### config.mk
export PLATFORM = sky130hd
export DESIGN_NAME = cpu_bus_initiator_flat
export DESIGN_NICKNAME = d
export VERILOG_FILES = /design/src/rtl/cpu_bus_initiator_if.sv /design/src/rtl/cpu_bus_initiator.sv /design/src/flat_wrapper.sv
export SDC_FILE = /design/constraint.sdc
export NUM_CORES = 1
export LEC_CHECK = 0
export ABC_AREA = 1
export ABC_CLOCK_PERIOD_IN_PS = 3110
export CAP_MARGIN = 10
export CORE_MARGIN = 10
export CORE_UTILIZATION = 35
export DETAILED_ROUTE_END_ITERATION = 8
export HOLD_SLACK_MARGIN = 0.02
export RECOVER_POWER = 50
export SLEW_MARGIN = 20
export SYNTH_ARGS = -nofsm -noshare
export SYNTH_HDL_FRONTEND = slang
export SYNTH_SLANG_ARGS = --single-unit
### constraint.sdc
create_clock -name clock -period 3.11 [get_ports clock]
set_input_delay 0.622 -clock clock [delete_from_list [all_inputs] [get_ports clock]]
set_output_delay 0.622 -clock clock [all_outputs]
set_load 0.01 [all_outputs]
### src/rtl/cpu_bus_initiator_if.sv
// Local-bus signal bundle between the 8088 bus initiator (master) and the chipset (slave).
interface cpu_bus_initiator_if;
  logic [19:0] ADDRESS;
  logic [7:0]  DATA_OUT;
  logic [7:0]  DATA_IN;
  logic        bus_oe;
  logic        RD_N;
  logic        WR_N;
  logic        INTA_N;
  logic        IO_OR_M;
  logic        DT_OR_R;
  logic        DEN_N;
  logic        ALE;
  logic        RDY;
  logic        HOLD;
  logic        HLDA;

  modport master (
    output ADDRESS, DATA_OUT, bus_oe, RD_N, WR_N, INTA_N, IO_OR_M, DT_OR_R, DEN_N, ALE, HLDA,
    input  DATA_IN, RDY, HOLD
  );

  modport slave (
    input  ADDRESS, DATA_OUT, bus_oe, RD_N, WR_N, INTA_N, IO_OR_M, DT_OR_R, DEN_N, ALE, HLDA,
    output DATA_IN, RDY, HOLD
  );
endinterface

### src/rtl/cpu_bus_initiator.sv
// 8088 minimum-mode bus initiator: turns single core requests into T1..T4 cycles with
// wait states, HOLD/HLDA arbitration and the two-part interrupt acknowledge.
module cpu_bus_initiator #(
  parameter int MAX_WAIT = 0
) (
  input  logic        clock,
  input  logic        reset_n,
  input  logic        cpu_clock_posedge,
  input  logic        cpu_clock_negedge,
  input  logic        req,
  input  logic [2:0]  req_type,
  input  logic [19:0] req_address,
  input  logic [7:0]  req_wdata,
  output logic        ack,
  output logic [7:0]  rdata,
  output logic        timeout,
  cpu_bus_initiator_if.master bus
);

  typedef enum logic [2:0] {
    S_TI, S_T1, S_T2, S_T3, S_TW, S_T4, S_TH, S_GAP
  } state_e;

  localparam logic [15:0] MAX_W = 16'(MAX_WAIT);

  function automatic logic type_is_write(input logic [2:0] t);
    return (t == 3'd1) || (t == 3'd3);
  endfunction

  function automatic logic type_is_inta(input logic [2:0] t);
    return (t == 3'd4);
  endfunction

  function automatic logic type_is_io(input logic [2:0] t);
    return (t == 3'd2) || (t == 3'd3) || (t == 3'd4);
  endfunction

  state_e      state_q;
  logic [2:0]  type_q;
  logic [15:0] wait_q;
  logic        gap_q;
  logic        inta2_q;
  logic [19:0] addr_q;
  logic [7:0]  dout_q;
  logic [7:0]  rdata_q;
  logic        ack_q, timeout_q, ale_q, rd_n_q, wr_n_q, inta_n_q, den_n_q;
  logic        io_m_q, dt_r_q, hlda_q, oe_q;
  logic        first_half_s, go_t1_s, go_th_s;

  assign first_half_s = type_is_inta(type_q) && !inta2_q;

  // Exit decision shared by TI and the end of T4; HOLD outranks a pending request,
  // and the first INTA half always continues into the gap.
  always_comb begin
    go_t1_s = 1'b0;
    go_th_s = 1'b0;
    case (state_q)
      S_TI: begin
        if (bus.HOLD) go_th_s = 1'b1;
        else if (req) go_t1_s = 1'b1;
        else go_t1_s = 1'b0;
      end
      S_T4: begin
        if (first_half_s) go_t1_s = 1'b0;
        else if (bus.HOLD) go_th_s = 1'b1;
        else if (req) go_t1_s = 1'b1;
        else go_t1_s = 1'b0;
      end
      default: go_t1_s = 1'b0;
    endcase
  end

  // Bus-cycle sequencer with registered bus and core outputs.
  always_ff @(posedge clock or negedge reset_n) begin
    if (!reset_n) begin
      state_q   <= S_TI;
      type_q    <= 3'd0;
      wait_q    <= 16'd0;
      gap_q     <= 1'b0;
      inta2_q   <= 1'b0;
      addr_q    <= 20'd0;
      dout_q    <= 8'd0;
      rdata_q   <= 8'd0;
      ack_q     <= 1'b0;
      timeout_q <= 1'b0;
      ale_q     <= 1'b0;
      rd_n_q    <= 1'b1;
      wr_n_q    <= 1'b1;
      inta_n_q  <= 1'b1;
      den_n_q   <= 1'b1;
      io_m_q    <= 1'b0;
      dt_r_q    <= 1'b0;
      hlda_q    <= 1'b0;
      oe_q      <= 1'b1;
    end else begin
      ack_q     <= 1'b0;
      timeout_q <= 1'b0;
      if (cpu_clock_negedge) ale_q <= 1'b0;
      if (cpu_clock_posedge) begin
        if (go_t1_s) begin
          state_q <= S_T1;
          type_q  <= req_type;
          inta2_q <= 1'b0;
          wait_q  <= 16'd0;
          ale_q   <= 1'b1;
          addr_q  <= type_is_inta(req_type) ? 20'd0 : req_address;
          dout_q  <= type_is_write(req_type) ? req_wdata : 8'd0;
          io_m_q  <= type_is_io(req_type);
          dt_r_q  <= type_is_write(req_type);
        end else if (go_th_s) begin
          state_q <= S_TH;
          inta2_q <= 1'b0;
          hlda_q  <= 1'b1;
          oe_q    <= 1'b0;
        end else begin
          case (state_q)
            S_TI: state_q <= S_TI;
            S_T1: begin
              state_q  <= S_T2;
              ale_q    <= 1'b0;
              rd_n_q   <= type_is_write(type_q) || type_is_inta(type_q);
              wr_n_q   <= !type_is_write(type_q);
              inta_n_q <= !type_is_inta(type_q);
              den_n_q  <= 1'b0;
            end
            S_T2: state_q <= S_T3;
            S_T3, S_TW: begin
              if (!bus.RDY && ((MAX_W == 16'd0) || (wait_q < MAX_W))) begin
                state_q <= S_TW;
                wait_q  <= wait_q + 16'd1;
              end else begin
                state_q  <= S_T4;
                rd_n_q   <= 1'b1;
                wr_n_q   <= 1'b1;
                inta_n_q <= 1'b1;
                den_n_q  <= 1'b1;
                // The first INTA half is a dummy cycle: no data, no ack, no timeout.
                if (!first_half_s) begin
                  ack_q     <= 1'b1;
                  timeout_q <= !bus.RDY;
                  if (!type_is_write(type_q)) rdata_q <= bus.RDY ? bus.DATA_IN : 8'hFF;
                end
              end
            end
            S_T4: begin
              if (first_half_s) begin
                state_q <= S_GAP;
                gap_q   <= 1'b0;
                inta2_q <= 1'b1;
              end else begin
                state_q <= S_TI;
              end
            end
            S_GAP: begin
              if (gap_q) begin
                state_q <= S_T1;
                wait_q  <= 16'd0;
                ale_q   <= 1'b1;
              end else begin
                gap_q <= 1'b1;
              end
            end
            S_TH: begin
              if (!bus.HOLD) begin
                state_q <= S_TI;
                hlda_q  <= 1'b0;
                oe_q    <= 1'b1;
              end else begin
                state_q <= S_TH;
              end
            end
            default: state_q <= S_TI;
          endcase
        end
      end
    end
  end

  assign ack          = ack_q;
  assign timeout      = timeout_q;
  assign rdata        = rdata_q;
  assign bus.ADDRESS  = addr_q;
  assign bus.DATA_OUT = dout_q;
  assign bus.bus_oe   = oe_q;
  assign bus.RD_N     = rd_n_q;
  assign bus.WR_N     = wr_n_q;
  assign bus.INTA_N   = inta_n_q;
  assign bus.IO_OR_M  = io_m_q;
  assign bus.DT_OR_R  = dt_r_q;
  assign bus.DEN_N    = den_n_q;
  assign bus.ALE      = ale_q;
  assign bus.HLDA     = hlda_q;

endmodule

### src/flat_wrapper.sv
// flat-port wrapper written by rule: the top's interface ports become plain ports
module cpu_bus_initiator_flat 
#(
  parameter int MAX_WAIT = 0
)
  (clock, reset_n, cpu_clock_posedge, cpu_clock_negedge, req, req_type, req_address, req_wdata, ack, rdata, timeout, bus_ADDRESS, bus_DATA_OUT, bus_bus_oe, bus_RD_N, bus_WR_N, bus_INTA_N, bus_IO_OR_M, bus_DT_OR_R, bus_DEN_N, bus_ALE, bus_HLDA, bus_DATA_IN, bus_RDY, bus_HOLD);
  cpu_bus_initiator_if bus_i ();
  input  logic clock;
  input  logic reset_n;
  input  logic cpu_clock_posedge;
  input  logic cpu_clock_negedge;
  input  logic req;
  input  logic [2:0] req_type;
  input  logic [19:0] req_address;
  input  logic [7:0] req_wdata;
  output logic ack;
  output logic [7:0] rdata;
  output logic timeout;
  output wire logic [$bits(bus_i.ADDRESS)-1:0] bus_ADDRESS;
  output wire logic [$bits(bus_i.DATA_OUT)-1:0] bus_DATA_OUT;
  output wire logic [$bits(bus_i.bus_oe)-1:0] bus_bus_oe;
  output wire logic [$bits(bus_i.RD_N)-1:0] bus_RD_N;
  output wire logic [$bits(bus_i.WR_N)-1:0] bus_WR_N;
  output wire logic [$bits(bus_i.INTA_N)-1:0] bus_INTA_N;
  output wire logic [$bits(bus_i.IO_OR_M)-1:0] bus_IO_OR_M;
  output wire logic [$bits(bus_i.DT_OR_R)-1:0] bus_DT_OR_R;
  output wire logic [$bits(bus_i.DEN_N)-1:0] bus_DEN_N;
  output wire logic [$bits(bus_i.ALE)-1:0] bus_ALE;
  output wire logic [$bits(bus_i.HLDA)-1:0] bus_HLDA;
  input wire logic [$bits(bus_i.DATA_IN)-1:0] bus_DATA_IN;
  input wire logic [$bits(bus_i.RDY)-1:0] bus_RDY;
  input wire logic [$bits(bus_i.HOLD)-1:0] bus_HOLD;
  assign bus_ADDRESS = bus_i.ADDRESS;
  assign bus_DATA_OUT = bus_i.DATA_OUT;
  assign bus_bus_oe = bus_i.bus_oe;
  assign bus_RD_N = bus_i.RD_N;
  assign bus_WR_N = bus_i.WR_N;
  assign bus_INTA_N = bus_i.INTA_N;
  assign bus_IO_OR_M = bus_i.IO_OR_M;
  assign bus_DT_OR_R = bus_i.DT_OR_R;
  assign bus_DEN_N = bus_i.DEN_N;
  assign bus_ALE = bus_i.ALE;
  assign bus_HLDA = bus_i.HLDA;
  assign bus_i.DATA_IN = bus_DATA_IN;
  assign bus_i.RDY = bus_RDY;
  assign bus_i.HOLD = bus_HOLD;
  cpu_bus_initiator #(.MAX_WAIT(MAX_WAIT)) u_core (.clock(clock), .reset_n(reset_n), .cpu_clock_posedge(cpu_clock_posedge), .cpu_clock_negedge(cpu_clock_negedge), .req(req), .req_type(req_type), .req_address(req_address), .req_wdata(req_wdata), .ack(ack), .rdata(rdata), .timeout(timeout), .bus(bus_i));
endmodule
==> flow_summary_export.csv <==
group,metric,value,unit
yosys,synth_edf_count,0,
yosys,synth-main-ff-cell,"dfrtp_1",
timing,hold_viol,0,
global_route,grt_pass1_vias,2178,
yosys,yosys-top-cells-count,"nand2_1 (116), dfrtp_1 (50), o21ai_2 (31)",
critical_path,end_kind,"register",
floorplan,die_h,106.4,microns
floorplan,die_w,106.4,microns
yosys,netlist_instances,296,
clocking,ctsResizeCount,0,
detailed_routing,drt_iter0_markers,78,
timing,layout_setup_ws,649.4,ps
worst_hold_path,min_path_type,"in2async",
final_layout,stdcell_count,488,
timing,final-setup-viol-count,0,
clocking,tritoncts,"built",
detailed_routing,vias,2186,
placement,port_buffers,92,
pwr,powerDensity,858.3,nW/um^2
clocking,numCtsBuffers,5,
critical_path,path_class,"in2reg",
critical_path,path_common_cell,"nand2_1",
critical_path,max_stage_delay,1010,ps
clocking,cts_setup_buffers,0,
timing,rsz0062_at_grt,"false",
yosys,ys_warn_count,0,
yosys,yosysSeqAreaShare,0.5292,
critical_path,arrival,2670,ps
clocking,holdBufCountCts,0,
detailed_routing,wl,6433,microns
clocking,cts_buffer_depth,2,
pwr,p_leak,1.726,nW
floorplan,fp-row-count,31,
critical_path,worst_ep_required_time,3320,ps
detailed_routing,wl_per_cell,13.18,microns
clocking,cts-root-buf,"clkbuf_8",
yosys,synth_cell_type_count,22,
final_layout,nFillCells,748,
global_route,grt.overflow.total,0,
critical_path,worstReg2RegEnd,"u_core.rdata[4]",
critical_path,r2r_start,"u_core.state_q[1]",
timing,tns,0,ps
floorplan,io_pins,93,
yosys,async_flop_share,1.000,
timing,finalCritPeriodShare,0.7912,
yosys,yosysMostFrequentCell,"nand2_1",
timing,clock.fmax,0.4064,GHz
detailed_routing,vias_per_cell,4.480,
timing,layout_min_cycle_time,2461,ps
yosys,ys_ff_latch,55,
placement,gp_congestion,0.8536,
placement,dp_cells,480,
final_layout,utilization,0.5023,
detailed_routing,antenna_left,0,
floorplan,die_area,11320,sq um
placement,dpl_worst_slack,641.4,ps
clocking,insertion_delay,310,ps
global_route,grt_use_total,0.1120,
critical_path,crit_path_top_delay_cell,"nor3_1",
outcome,outcome,"finished clean",
pwr,ir_drop,0.2974,mV
clocking,clk_pin_slew,100,ps
critical_path,reg2reg_slack,850,ps
detailed_routing,drc_errors,0,
timing,tightest_slew,1245,ps
timing,skew,6.361,ps
global_route,grt_max_degree,65,
detailed_routing,firstDrtPassIters,4,
clocking,clock_sinks,55,
floorplan,initial_core_util,0.3602,
yosys,synth_nets,342,
final_layout,fin_nets,434,
critical_path,critPathMaxFanout,10,
final_layout,drive_gt1_frac,0.1414,
run,drv_cap,0,
final_layout,antennaDiodeCount,0,
floorplan,coreArea,7253,sq um
critical_path,reg2reg_depth,8,
global_route,antenna_found_initial,0,
critical_path,crit_chain,"dlygate4sd3_1 -> inv_1 -> nor3_1 -> nand2_4 -> nand2_1 -> nand2_1",
critical_path,crit_path_start_kind,"input pin",
yosys,yosysTopAreaCell,"dfrtp_1",
timing,drv_slew,0,
yosys,synth_top_area_share,0.4789,
clocking,htree_levels,2,
yosys,syn_area,2613,sq um
global_route,grt_pass1_wl,10580,microns
yosys,ys_top_cells_by_area,"dfrtp_1 (48%), nand2_1 (17%), o21ai_2 (10%), dfstp_2 (5.0%), nand3_1 (4.2%)",
timing,fin_hold_ws,459.5,ps
timing,max_slew_margin,0.1635,
yosys,avgSynthCellArea,8.826,sq um
final_layout,syn_to_final_growth,39.46,%
placement,hpwlAfterDp,4862,microns
==> worst max path at each step <==
stage	slack (ps)	from	end	cells past startpoint
after CTS	980	bus_HOLD	u_core.bus.ADDRESS[9]	7
final	650	cpu_clock_posedge	u_core.rdata[4]	6
after detailed placement	640	bus_HOLD	u_core.bus.ADDRESS[16]	7
after floorplan	1500	cpu_clock_posedge	u_core.rdata[0]	6
after global routing	530	cpu_clock_posedge	u_core.rdata[7]	6
after global placement	690	bus_HOLD	u_core.bus.DATA_OUT[4]	7
==> kinds of logic after synthesis <==
family,after synthesis,synth area share
buf+inv,30,0.06082
other cells,1,0.001435
compound gates,46,0.1327
simple gates,164,0.2759
flops,55,0.5292
==> cell usage in the layout (no fill, tap or decap) <==
master,count
nand3b_1,1
dfstp_2,5
nor2_4,1
clkbuf_1,1
nor2_1,15
nand3_2,1
inv_6,1
nand2_4,3
dfrtp_1,50
nor3_1,2
clkinv_2,2
o21ai_2,31
inv_2,3
clkbuf_8,5
nand3_1,23
conb_1,1
inv_1,17
a21oi_1,5
nand2_1,117
nand4_1,1
clkbuf_2,1
o21ai_0,10
clkdlybuf4s50_1,85
buf_4,2
dlygate4sd3_1,6
==> registers in the layout, indices dropped and copies added, names as in the netlist, 3 cells and up <==
register,flops
u_core.rdata,8
u_core.bus.DATA_OUT,8
u_core.state_q,3
u_core.bus.ADDRESS,20
u_core.type_q,3
==> critical path, delay by kind of cell <==
kind | cells | cell delay [ps]
buf+inv | 2 | 670
simple gates | 4 | 1370
==> report_power, final <==
group / internal, mW / leakage [nW] / total, mW / switching, mW
Combinational: 0.752 / 0.985 / 1.49 / 0.735
Sequential: 1.05 / 0.693 / 1.24 / 0.190
Clock: 0.160 / 0.0483 / 0.404 / 0.244
Total: 1.96 / 1.73 / 3.13 / 1.17
==> cell type report <==
| class | count | area, sq um | share of cell area |
|---|---|---|---|
| Inverter | 20 | 75.07 | 0.02060 |
| Sequential cell | 55 | 1383 | 0.3795 |
| Tap cell | 99 | 123.9 | 0.03400 |
| Multi-Input combinational cell | 211 | 1040 | 0.2854 |
| Clock inverter | 3 | 18.77 | 0.005151 |
| Clock buffer | 5 | 68.82 | 0.01889 |
| Timing Repair Buffer | 95 | 934.6 | 0.2565 |
==> per-layer routing <==
metal	vias to the layer above	wire length (microns)	GRT usage
li1	1126	-	-
met1	998	2909	0.1392
met2	57	2894	0.1727
met3	5	599	0.05435
met4	0	29	0.02321
met5	-	0	0
==> metrics by stage <==
stage                     area (sq um)  power (mW)
after floorplan                   2613       2.049
after global routing              3643       3.385
after global placement            3591       2.778
after CTS                         3679       3.214
final                             3643       3.127
after detailed placement          3591       2.795
Power figures use the tool's default switching activity.
